File: src/rtl/button_event_pkg.sv
// Shared types for the button event block: FSM states and event codes.
package button_event_pkg;

  typedef enum logic [1:0] {
    ST_IDLE    = 2'd0,
    ST_PRESSED = 2'd1,
    ST_LONG    = 2'd2
  } state_t;

  typedef enum logic [1:0] {
    EV_PRESS   = 2'd0,
    EV_RELEASE = 2'd1,
    EV_LONG    = 2'd2,
    EV_REPEAT  = 2'd3
  } event_code_t;

endpackage

File: src/rtl/event_latch.sv
// Sticky event register with valid/ack handshake; a new event always wins over ack.
module event_latch
  import button_event_pkg::*;
(
  input  logic        clk,
  input  logic        nReset,
  input  logic        evt_in,
  input  logic [1:0]  evt_code,
  input  logic        event_ack,
  output logic        event_valid,
  output logic [1:0]  event_code,
  output logic        overflow
);

  logic       valid_q, valid_d;
  logic [1:0] code_q, code_d;
  logic       ovf_q, ovf_d;

  always_comb begin
    valid_d = valid_q;
    code_d  = code_q;
    ovf_d   = ovf_q;
    if (evt_in) begin
      valid_d = 1'b1;
      code_d  = evt_code;
      // overflow is only ever set while valid is set, so valid_q alone decides it
      ovf_d   = event_ack ? 1'b0 : valid_q;
    end else if (event_ack && valid_q) begin
      valid_d = 1'b0;
      ovf_d   = 1'b0;
    end
  end

  always_ff @(posedge clk or negedge nReset) begin
    if (!nReset) begin
      valid_q <= 1'b0;
      code_q  <= EV_PRESS;
      ovf_q   <= 1'b0;
    end else begin
      valid_q <= valid_d;
      code_q  <= code_d;
      ovf_q   <= ovf_d;
    end
  end

  assign event_valid = valid_q;
  assign event_code  = code_q;
  assign overflow    = ovf_q;

endmodule

File: src/rtl/button_event.sv
// Turns a debounced button level into press/release/long/repeat pulses plus a sticky event register.
// The release output is named release_pulse because "release" is a reserved word.
module button_event
  import button_event_pkg::*;
#(
  parameter int unsigned LONG_CYCLES   = 1000,
  parameter int unsigned REPEAT_CYCLES = 200,
  parameter int unsigned CNT_W         = 16
) (
  input  logic       clk,
  input  logic       nReset,
  input  logic       in,
  input  logic       event_ack,
  output logic       press,
  output logic       release_pulse,
  output logic       long_press,
  output logic       repeat_pulse,
  output logic       held,
  output logic       event_valid,
  output logic [1:0] event_code,
  output logic       overflow
);

  localparam logic [CNT_W-1:0] LONG_LAST   = CNT_W'(LONG_CYCLES - 1);
  localparam logic [CNT_W-1:0] REPEAT_LAST = CNT_W'(REPEAT_CYCLES - 1);

  state_t           state_q, state_d;
  logic [CNT_W-1:0] count_q, count_d, count_inc;
  logic             press_q, press_d;
  logic             rel_q, rel_d;
  logic             long_q, long_d;
  logic             rpt_q, rpt_d;
  logic             held_q, held_d;
  logic             evt_fire;
  event_code_t      evt_code;

  assign count_inc = (count_q == '1) ? count_q : count_q + CNT_W'(1);

  always_comb begin
    state_d = state_q;
    count_d = count_q;
    press_d = 1'b0;
    rel_d   = 1'b0;
    long_d  = 1'b0;
    rpt_d   = 1'b0;
    case (state_q)
      ST_IDLE: begin
        if (in) begin
          state_d = ST_PRESSED;
          press_d = 1'b1;
          count_d = CNT_W'(1);
        end
      end
      ST_PRESSED: begin
        if (!in) begin
          state_d = ST_IDLE;
          rel_d   = 1'b1;
          count_d = '0;
        end else if (count_q == LONG_LAST) begin
          state_d = ST_LONG;
          long_d  = 1'b1;
          count_d = '0;
        end else begin
          count_d = count_inc;
        end
      end
      ST_LONG: begin
        if (!in) begin
          state_d = ST_IDLE;
          rel_d   = 1'b1;
          count_d = '0;
        end else if (count_q == REPEAT_LAST) begin
          rpt_d   = 1'b1;
          count_d = '0;
        end else begin
          count_d = count_inc;
        end
      end
      default: begin
        state_d = ST_IDLE;
        count_d = '0;
      end
    endcase
    held_d = (state_d != ST_IDLE);
  end

  always_comb begin
    evt_fire = press_d | rel_d | long_d | rpt_d;
    evt_code = EV_PRESS;
    if (rel_d)       evt_code = EV_RELEASE;
    else if (long_d) evt_code = EV_LONG;
    else if (rpt_d)  evt_code = EV_REPEAT;
  end

  always_ff @(posedge clk or negedge nReset) begin
    if (!nReset) begin
      state_q <= ST_IDLE;
      count_q <= '0;
      press_q <= 1'b0;
      rel_q   <= 1'b0;
      long_q  <= 1'b0;
      rpt_q   <= 1'b0;
      held_q  <= 1'b0;
    end else begin
      state_q <= state_d;
      count_q <= count_d;
      press_q <= press_d;
      rel_q   <= rel_d;
      long_q  <= long_d;
      rpt_q   <= rpt_d;
      held_q  <= held_d;
    end
  end

  // Fed from the next-state pulses so the register updates on the same edge as the pulse
  event_latch u_event_latch (
    .clk         (clk),
    .nReset      (nReset),
    .evt_in      (evt_fire),
    .evt_code    (evt_code),
    .event_ack   (event_ack),
    .event_valid (event_valid),
    .event_code  (event_code),
    .overflow    (overflow)
  );

  assign press         = press_q;
  assign release_pulse = rel_q;
  assign long_press    = long_q;
  assign repeat_pulse  = rpt_q;
  assign held          = held_q;

endmodule
File: config.mk
export PLATFORM = sky130hd
export DESIGN_NAME = button_event
export DESIGN_NICKNAME = d
export VERILOG_FILES = /design/src/rtl/button_event_pkg.sv /design/src/rtl/event_latch.sv /design/src/rtl/button_event.sv
export SDC_FILE = /design/constraint.sdc
export NUM_CORES = 1
export LEC_CHECK = 0
export BUFFER_PORTS_ARGS = -buffer_cell sky130_fd_sc_hd__buf_4
export CORE_MARGIN = 2
export CORE_UTILIZATION = 40
export CTS_BUF_LIST = sky130_fd_sc_hd__clkbuf_4
export DETAILED_ROUTE_END_ITERATION = 10
export PLACE_DENSITY = 0.55
export SKIP_CTS_REPAIR_TIMING = 1
export SLEW_MARGIN = 20
export SYNTH_ARGS = -nofsm -noshare
export SYNTH_HDL_FRONTEND = slang
export SYNTH_SLANG_ARGS = --single-unit
File: constraint.sdc
create_clock -name clk -period 2.2 [get_ports clk]
set_input_delay 0.22 -clock clk [delete_from_list [all_inputs] [get_ports clk]]
set_output_delay 0.22 -clock clk [all_outputs]
set_load 0.01 [all_outputs]
==> results of run 1 <==
-- logic make-up (layout without fill, tap and decap cells) --
family,after synthesis,after routing,share of synthesized area [%]
simple gates,80,80,29.6
buf+inv,15,30,5.07
mux,1,1,0.625
compound gates,43,43,18.7
fa+ha+maj,5,5,3.90
flops,27,27,42.2
-- layout make-up --
cell class              instances  area [um^2]  area share (%)
multi-input cells             129          847            47.3
flip-flops and latches         27          676            37.7
repair buffers                 20          153            8.53
well taps                      50         62.6            3.49
clock buffers                   4         30.0            1.68
inverters                       6         22.5            1.26
-- registers in the layout, indices dropped and copies added (netlist names) --
name,count
held,1
count_q,16
u_event_latch.event_code,2
u_event_latch.overflow,1
release_pulse,1
long_press,1
repeat_pulse,1
press,1
u_event_latch.event_valid,1
state_q,2
-- how the worst min path moves through the flow --
| stage | from | endpoint | slack [ns] | cells past startpoint |
|---|---|---|---|---|
| CTS | nReset | long_press | -0.21 | 1 |
| finish | event_ack | u_event_latch.overflow | 0.07 | 2 |
| detailed placement | nReset | long_press | 0.16 | 1 |
| global route | event_ack | u_event_latch.overflow | 0.05 | 2 |
| global placement | nReset | long_press | 0.15 | 1 |
| floorplan | nReset | count_q[0] | -0.08 | 0 |
-- cells in the final DEF (no fill, tap or decap), types with 2 or more instances in the layout --
master	count
sky130_fd_sc_hd__dfrtp_1	27
sky130_fd_sc_hd__buf_4	19
sky130_fd_sc_hd__nand3_1	16
sky130_fd_sc_hd__nand2_1	14
sky130_fd_sc_hd__a21oi_1	13
sky130_fd_sc_hd__nor2_1	9
sky130_fd_sc_hd__inv_1	6
sky130_fd_sc_hd__o21ai_0	6
sky130_fd_sc_hd__nand4_1	6
sky130_fd_sc_hd__o211ai_1	5
sky130_fd_sc_hd__ha_1	5
sky130_fd_sc_hd__nor3_1	4
sky130_fd_sc_hd__or4_1	4
sky130_fd_sc_hd__clkbuf_4	4
sky130_fd_sc_hd__nand2b_1	3
sky130_fd_sc_hd__a31oi_1	3
sky130_fd_sc_hd__o21ai_1	3
sky130_fd_sc_hd__and4bb_2	2
sky130_fd_sc_hd__nor4_2	2
sky130_fd_sc_hd__and4_1	2
sky130_fd_sc_hd__nor2b_1	2
sky130_fd_sc_hd__and3_1	2
sky130_fd_sc_hd__or2_2	2
sky130_fd_sc_hd__o21a_1	2
sky130_fd_sc_hd__nand4_2	2
sky130_fd_sc_hd__nor4_1	2
sky130_fd_sc_hd__nor3b_1	2
sky130_fd_sc_hd__a41oi_1	2
-- cells in the mapped netlist (2+ instances only) --
library cell               count  area share (%)
sky130_fd_sc_hd__nor2b_1       2            0.78
sky130_fd_sc_hd__dfrtp_1      27              42
sky130_fd_sc_hd__buf_2         2            0.62
sky130_fd_sc_hd__inv_1         6             1.4
sky130_fd_sc_hd__a31oi_1       3             1.2
sky130_fd_sc_hd__o21a_1        2            0.94
sky130_fd_sc_hd__and3_1        2            0.78
sky130_fd_sc_hd__nor2_1        9             2.1
sky130_fd_sc_hd__nand2_1      14             3.3
sky130_fd_sc_hd__ha_1          5             3.9
sky130_fd_sc_hd__nor4_2        2             1.6
sky130_fd_sc_hd__nor4_1        2            0.78
sky130_fd_sc_hd__o211ai_1      5             2.3
sky130_fd_sc_hd__o21ai_0       6             1.9
sky130_fd_sc_hd__and4bb_2      2             1.6
sky130_fd_sc_hd__nand4_2       2             1.6
sky130_fd_sc_hd__a21oi_1      13             4.1
sky130_fd_sc_hd__nand4_1       6             2.3
sky130_fd_sc_hd__nor3_1        4             1.2
sky130_fd_sc_hd__or4_1         4             1.9
sky130_fd_sc_hd__nand3_1      16             5.0
sky130_fd_sc_hd__or2_2         2            0.78
sky130_fd_sc_hd__nand2b_1      3             1.2
sky130_fd_sc_hd__buf_6         2             1.4
sky130_fd_sc_hd__clkbuf_1      3            0.70
sky130_fd_sc_hd__a41oi_1       2             1.1
sky130_fd_sc_hd__o21ai_1       3            0.94
sky130_fd_sc_hd__buf_4         2            0.94
sky130_fd_sc_hd__nor3b_1       2            0.94
sky130_fd_sc_hd__and4_1        2             1.1
-- critical path, cell delays in order (launching register included) --
cell	delay, ns
sky130_fd_sc_hd__dfrtp_1	0.48
sky130_fd_sc_hd__ha_1	0.24
sky130_fd_sc_hd__nand3_1	0.13
sky130_fd_sc_hd__or4_1	0.67
sky130_fd_sc_hd__nand2b_2	0.19
sky130_fd_sc_hd__o21ai_1	0.08
sky130_fd_sc_hd__o2bb2a_4	0.20
-- report_power, final --
part | switching [mW] | internal, mW | total [mW] | leakage (nW)
logic | 0.262 | 0.202 | 0.463 | 0.384
clock network | 0.145 | 0.0831 | 0.228 | 0.0184
registers | 0.0658 | 0.570 | 0.635 | 0.362
total | 0.473 | 0.854 | 1.33 | 0.765
-- stage by stage --
stage	hold slack, ns	setup slack, ns	instance area, um^2
3_3_place_gp	0.151	0.204	1750
6_report	0.0671	0.158	1790
3_5_place_dp	0.158	0.0984	1750
2_1_floorplan	-0.0756	0.382	1600
5_1_grt	0.0540	0.00553	1790
4_1_cts	-0.214	0.0932	1780
-- metal layers --
metal  GRT usage (%)  routed length (um)
met1            22.2                1570
met2            32.4                1790
met3            2.00                 169
met4            5.87                  42
met5               0                   0
==> implementation parameters, run 1 <==
Parameter                              Value

STA
  Final count of hold timing violations ... 0
  Setup repair after global routing missed its margin ... no
  Final-report setup violation count ... 0
  Maximum clock skew at final layout ... 0.00128 ns
  Slew Limit Headroom ... 68.2%
  Clock period minus worst slack ... 2.04 ns
  Final clock period utilization by the worst path ... between 90 and 100%
  Final-layout setup total negative slack ... 0 ns
  Final Slew Violations ... 0
  Max frequency ... 0.490 GHz
  Tightest Pin Transition ... approximately 0.48 ns

Critical path
  Internal reg-to-reg setup slack ... 0.16 ns
  Worst reg2reg path endpoint ... count_q[6]
  End of the critical path ... count_q[6]
  Critical path startpoint ... count_q[0]
  Crit Path Max Fanout ... 7
  Critical Path End Type ... register
  CP startpoint kind ... register
  WP data arrival ... 2.32 ns
  R2r worst-path depth ... 6
  Startpoint-to-endpoint class of the critical path ... register to register
  Launch point of the worst reg-to-reg path ... count_q[0]
  Data required, critical path ... 2.47 ns

Pwr
  Reported leakage power ... 0.765 nW
  Total power after layout ... 1.33 mW
  Total power density per cell area ... between 700 and 800 nW/um^2
  Maximum VDD drop ... roughly 0.31 mV

Global route
  Largest net degree at the start of global routing ... 28
  Global-route wire length before repair ... 6.22 mm
  Overflow left after global routing ... 0
  Number of global-route vias before repair ... roughly 1.4k
  All-Layer GR Usage ... 18.0%
  Antenna violations before repair ... 0

Yosys
  Share of the yosys chip area belonging to registers ... 42.2%
  Cell area after synthesis ... ~1600 um^2
  Async S/R FF share, synth ... 100%
  Number of enable-type register cells in the synthesized netlist ... 0
  Number of synthesis warnings ... 0
  Mean cell area of the mapped netlist ... 9.37 um^2
  Top flip-flop cell by instance count after synthesis ... sky130_fd_sc_hd__dfrtp_1
  Number of different library cells in the post-synthesis netlist ... 46
  Total nets after synthesis ... 180
  FF+latch count, synth ... 27
  Syn Inst Count ... 171

Clock network
  Maximum buffer depth of the clock tree ... 2
  Clock insertion delay at the later pin of the skew report ... ~0.32 ns
  Clock tree from TritonCTS ... done
  Num CTS Buffers ... 3
  Clock Pin Slew Worst Setup and Hold Paths ... 0.15 ns
  Master cell of the clock root buffer ... sky130_fd_sc_hd__clkbuf_4
  Clock H-tree levels ... 1
  Clock sink total ... 27

Die
  Starting density of the core ... 41.0%
  Horiz. Die Dim ... 67.3 um
  Cell row count ... 23
  Ports placed on the boundary ... 13
  Die outline height ... between 60 and 70 um
  Die area ... 4530 um^2
  Core Area ... 3910 um^2

Route
  Routed WL per cell ... 15.1 um
  Iteration-0 DRC count of the detailed router ... 77
  DRC viols ... 0
  Average via count per standard cell ... 5.91
  Total number of vias ... 1395
  Drt first pass iters ... 4
  Post-DRT Antenna Nets ... 0
  Routed Wire Length ... around 3.6 mm

Final layout
  Share of cells above drive strength 1 ... 19.9%
  Number of nets in the layout ... 196
  Number of diodes added for antenna fixing ... 0
  Layout Area Growth over Synthesis ... 11.7%
  Post-route non-filler standard cell count ... ~240
  Final core utilization ... 45.7%
  Final-layout fill cell count ... 409

Placement
  Total half-perimeter wirelength after legalization and detailed placement ... 2.62 mm
  Placer congestion estimate ... 0.867
  Cells after DPL ... 231
  Number of buffers inserted by port buffering ... 12

Job
  Maximum Capacitance Violations ... 0

Outcome
  Status ... finished clean

Min path
  Hold crit path type ... input port to register
Note: power is estimated with default switching activity, not from simulation.
==> run 2, diff against run 1 <==
--- a/config.mk
+++ b/config.mk
@@ -6,6 +6,7 @@
 export NUM_CORES = 1
 export LEC_CHECK = 0
 export BUFFER_PORTS_ARGS = -buffer_cell sky130_fd_sc_hd__buf_4
+export CORE_ASPECT_RATIO = 1.5
 export CORE_MARGIN = 2
 export CORE_UTILIZATION = 40
 export CTS_BUF_LIST = sky130_fd_sc_hd__clkbuf_4
==> run 2 against run 1 <==
  * Clock-buffer cell count is 1 lower
  * Via count is 2.9% lower
  * Design area is 0.49% lower
  * Largest power group unchanged
  * Die area is 0.23% higher
  * Utilization is 0.069 points higher
==> implementation parameters, run 2 (synthesis gave the netlist of run 1 again) <==
Parameter                              Value

Outcome
  Status ... finished clean

STA
  Max frequency ... 0.489 GHz
  Tightest Pin Transition ... 0.436 ns
  Clock period minus worst slack ... about 2.0 ns
  Smallest setup slack after layout ... around 0.16 ns
  Final count of hold timing violations ... 0
  Final Slew Violations ... 0
  Final-report setup violation count ... 0
  Maximum clock skew at final layout ... about 0.0023 ns
  Final-layout setup total negative slack ... 0 ns
  Final clock period utilization by the worst path ... between 90% and 100%
  Setup repair after global routing missed its margin ... no
  Slew Limit Headroom ... about 71%

Final layout
  Most frequent standard cell in the layout excluding fill and tap cells ... sky130_fd_sc_hd__dfrtp_1
  Number of diodes added for antenna fixing ... 0
  Share of cells above drive strength 1 ... 19.9%
  Number of nets in the layout ... just under 200
  Commonest cells after routing, fill and taps aside ... sky130_fd_sc_hd__dfrtp_1, sky130_fd_sc_hd__buf_4, sky130_fd_sc_hd__nand3_1
  Flip-flop count of the largest register after layout ... 16
  Layout Area Growth over Synthesis ... 11.2%
  Most flop-heavy register ... count_q
  Design Area, Final ... 1780 um^2

Critical path
  Critical path startpoint ... count_q[5]
  Internal reg-to-reg setup slack ... roughly 0.16 ns
  Startpoint-to-endpoint class of the critical path ... register to register
  Data required, critical path ... 2.46 ns
  Worst reg2reg path endpoint ... count_q[5]
  Crit Path Max Fanout ... 9
  R2r worst-path depth ... 5
  CP startpoint kind ... register
  End of the critical path ... count_q[5]
  Critical Path End Type ... register
  Launch point of the worst reg-to-reg path ... count_q[5]
  WP data arrival ... between 2 and 2.5 ns

Clock network
  Clock insertion delay at the later pin of the skew report ... around 0.33 ns
  Clock tree from TritonCTS ... done
  Master cell of the clock root buffer ... sky130_fd_sc_hd__clkbuf_4
  Clock sink total ... 27
  Num CTS Buffers ... 3
  Maximum buffer depth of the clock tree ... 2
  Clock H-tree levels ... 1
  Clock Pin Slew Worst Setup and Hold Paths ... 0.14 ns

Route
  Average via count per standard cell ... 5.86
  Routed Wire Length ... 3.57 mm
  DRC viols ... 0
  Iteration-0 DRC count of the detailed router ... 36
  Post-DRT Antenna Nets ... 0
  Drt first pass iters ... 4
  Routed WL per cell ... 15.5 um
  Total number of vias ... 1354

Global route
  Overflow left after global routing ... 0
  Global-route wire length before repair ... 6.22 mm
  All-Layer GR Usage ... 17.4%
  Number of global-route vias before repair ... 1365
  Antenna violations before repair ... 0
  Largest net degree at the start of global routing ... 28

Pwr
  Total power density per cell area ... approximately 730 nW/um^2
  Combinational power share ... a little over a third
  Total power after layout ... 1.31 mW
  Cell-internal power ... roughly 0.84 mW
  Maximum VDD drop ... around 0.44 mV
  Reported leakage power ... 0.764 nW
  Portion of total power attributed to the clock network ... 16.3%
  Fraction of power spent switching nets ... 35.8%
  Share of total power in sequential cells ... approximately 48%
  Switching power summed over all nets ... about 0.47 mW

Die
  Core Area ... between 3000 and 4000 um^2
  Die area ... between 4000 and 5000 um^2
  Die outline height ... 81.5 um
  Cell row count ... 28
  Ports placed on the boundary ... 13
  Horiz. Die Dim ... 55.7 um
  Starting density of the core ... 41.2%

Min path
  Hold crit path type ... input port to register
  Min-Delay Path Depth ... 2

Placement
  Pre-CTS worst setup slack ... 0.173 ns
  Total half-perimeter wirelength after legalization and detailed placement ... 2.65 mm
  Placer congestion estimate ... 0.814
  Standard cell area after detailed placement ... 1740 um^2
  Number of buffers inserted by port buffering ... 12

Job
  Maximum Capacitance Violations ... 0
-- run 2: cell count changes in the layout (fill, tap and decap cells not counted) --
| cell | change |
|---|---|
| sky130_fd_sc_hd__clkbuf_4 | -1 |
| sky130_fd_sc_hd__clkinv_2 | +1 |
-- run 2: cell type report --
class	count	area, um^2
flip-flops and latches	27	676
clock buffers	3	22.5
fillers	378	2110
multi-input cells	129	847
clock inverters	1	5.00
well taps	45	56.3
repair buffers	20	153
inverters	6	22.5
-- run 2: how the worst min path moves through the flow --
stage	startpoint	to	slack (ns)
2_1_floorplan	nReset	count_q[0]	-0.08
3_3_place_gp	nReset	held	0.15
3_5_place_dp	nReset	held	0.16
4_1_cts	nReset	held	-0.23
5_1_grt	event_ack	u_event_latch.overflow	0.05
6_report	event_ack	u_event_latch.overflow	0.05
-- run 2: through the flow --
step                cells  hold slack [ns]  util, %
floorplan             171          -0.0756        -
global placement      226            0.153     44.8
detailed placement    226            0.158     44.8
CTS                   230           -0.227     45.5
global route          231           0.0483     45.8
finish                231           0.0534     45.8
-- run 2: layer usage --
layer,share of wire [%],routed length (um),track usage [%]
met2,52,1850,32.1
met1,44,1580,19.5
met5,0,0,0
met4,2.0,70,9.51
met3,2.1,75,1.89
-- run 2: worst max-delay path, stage by stage, from the launching register on --
cell and delay, ns:
sky130_fd_sc_hd__dfrtp_1 0.53, sky130_fd_sc_hd__nand4_2 0.25, sky130_fd_sc_hd__or4_1 0.74, sky130_fd_sc_hd__nand2_2 0.19, sky130_fd_sc_hd__o21ai_0 0.09, sky130_fd_sc_hd__o211ai_1 0.18
-- run 2: power groups by stage --
stage	clock (mW)	combinational [mW]	sequential, mW
after CTS	0.232	0.465	0.634
after global placement	0	0.458	0.638
final	0.214	0.462	0.633
after detailed placement	0	0.463	0.643
after floorplan	0	0.283	0.655
after global routing	0.243	0.522	0.644
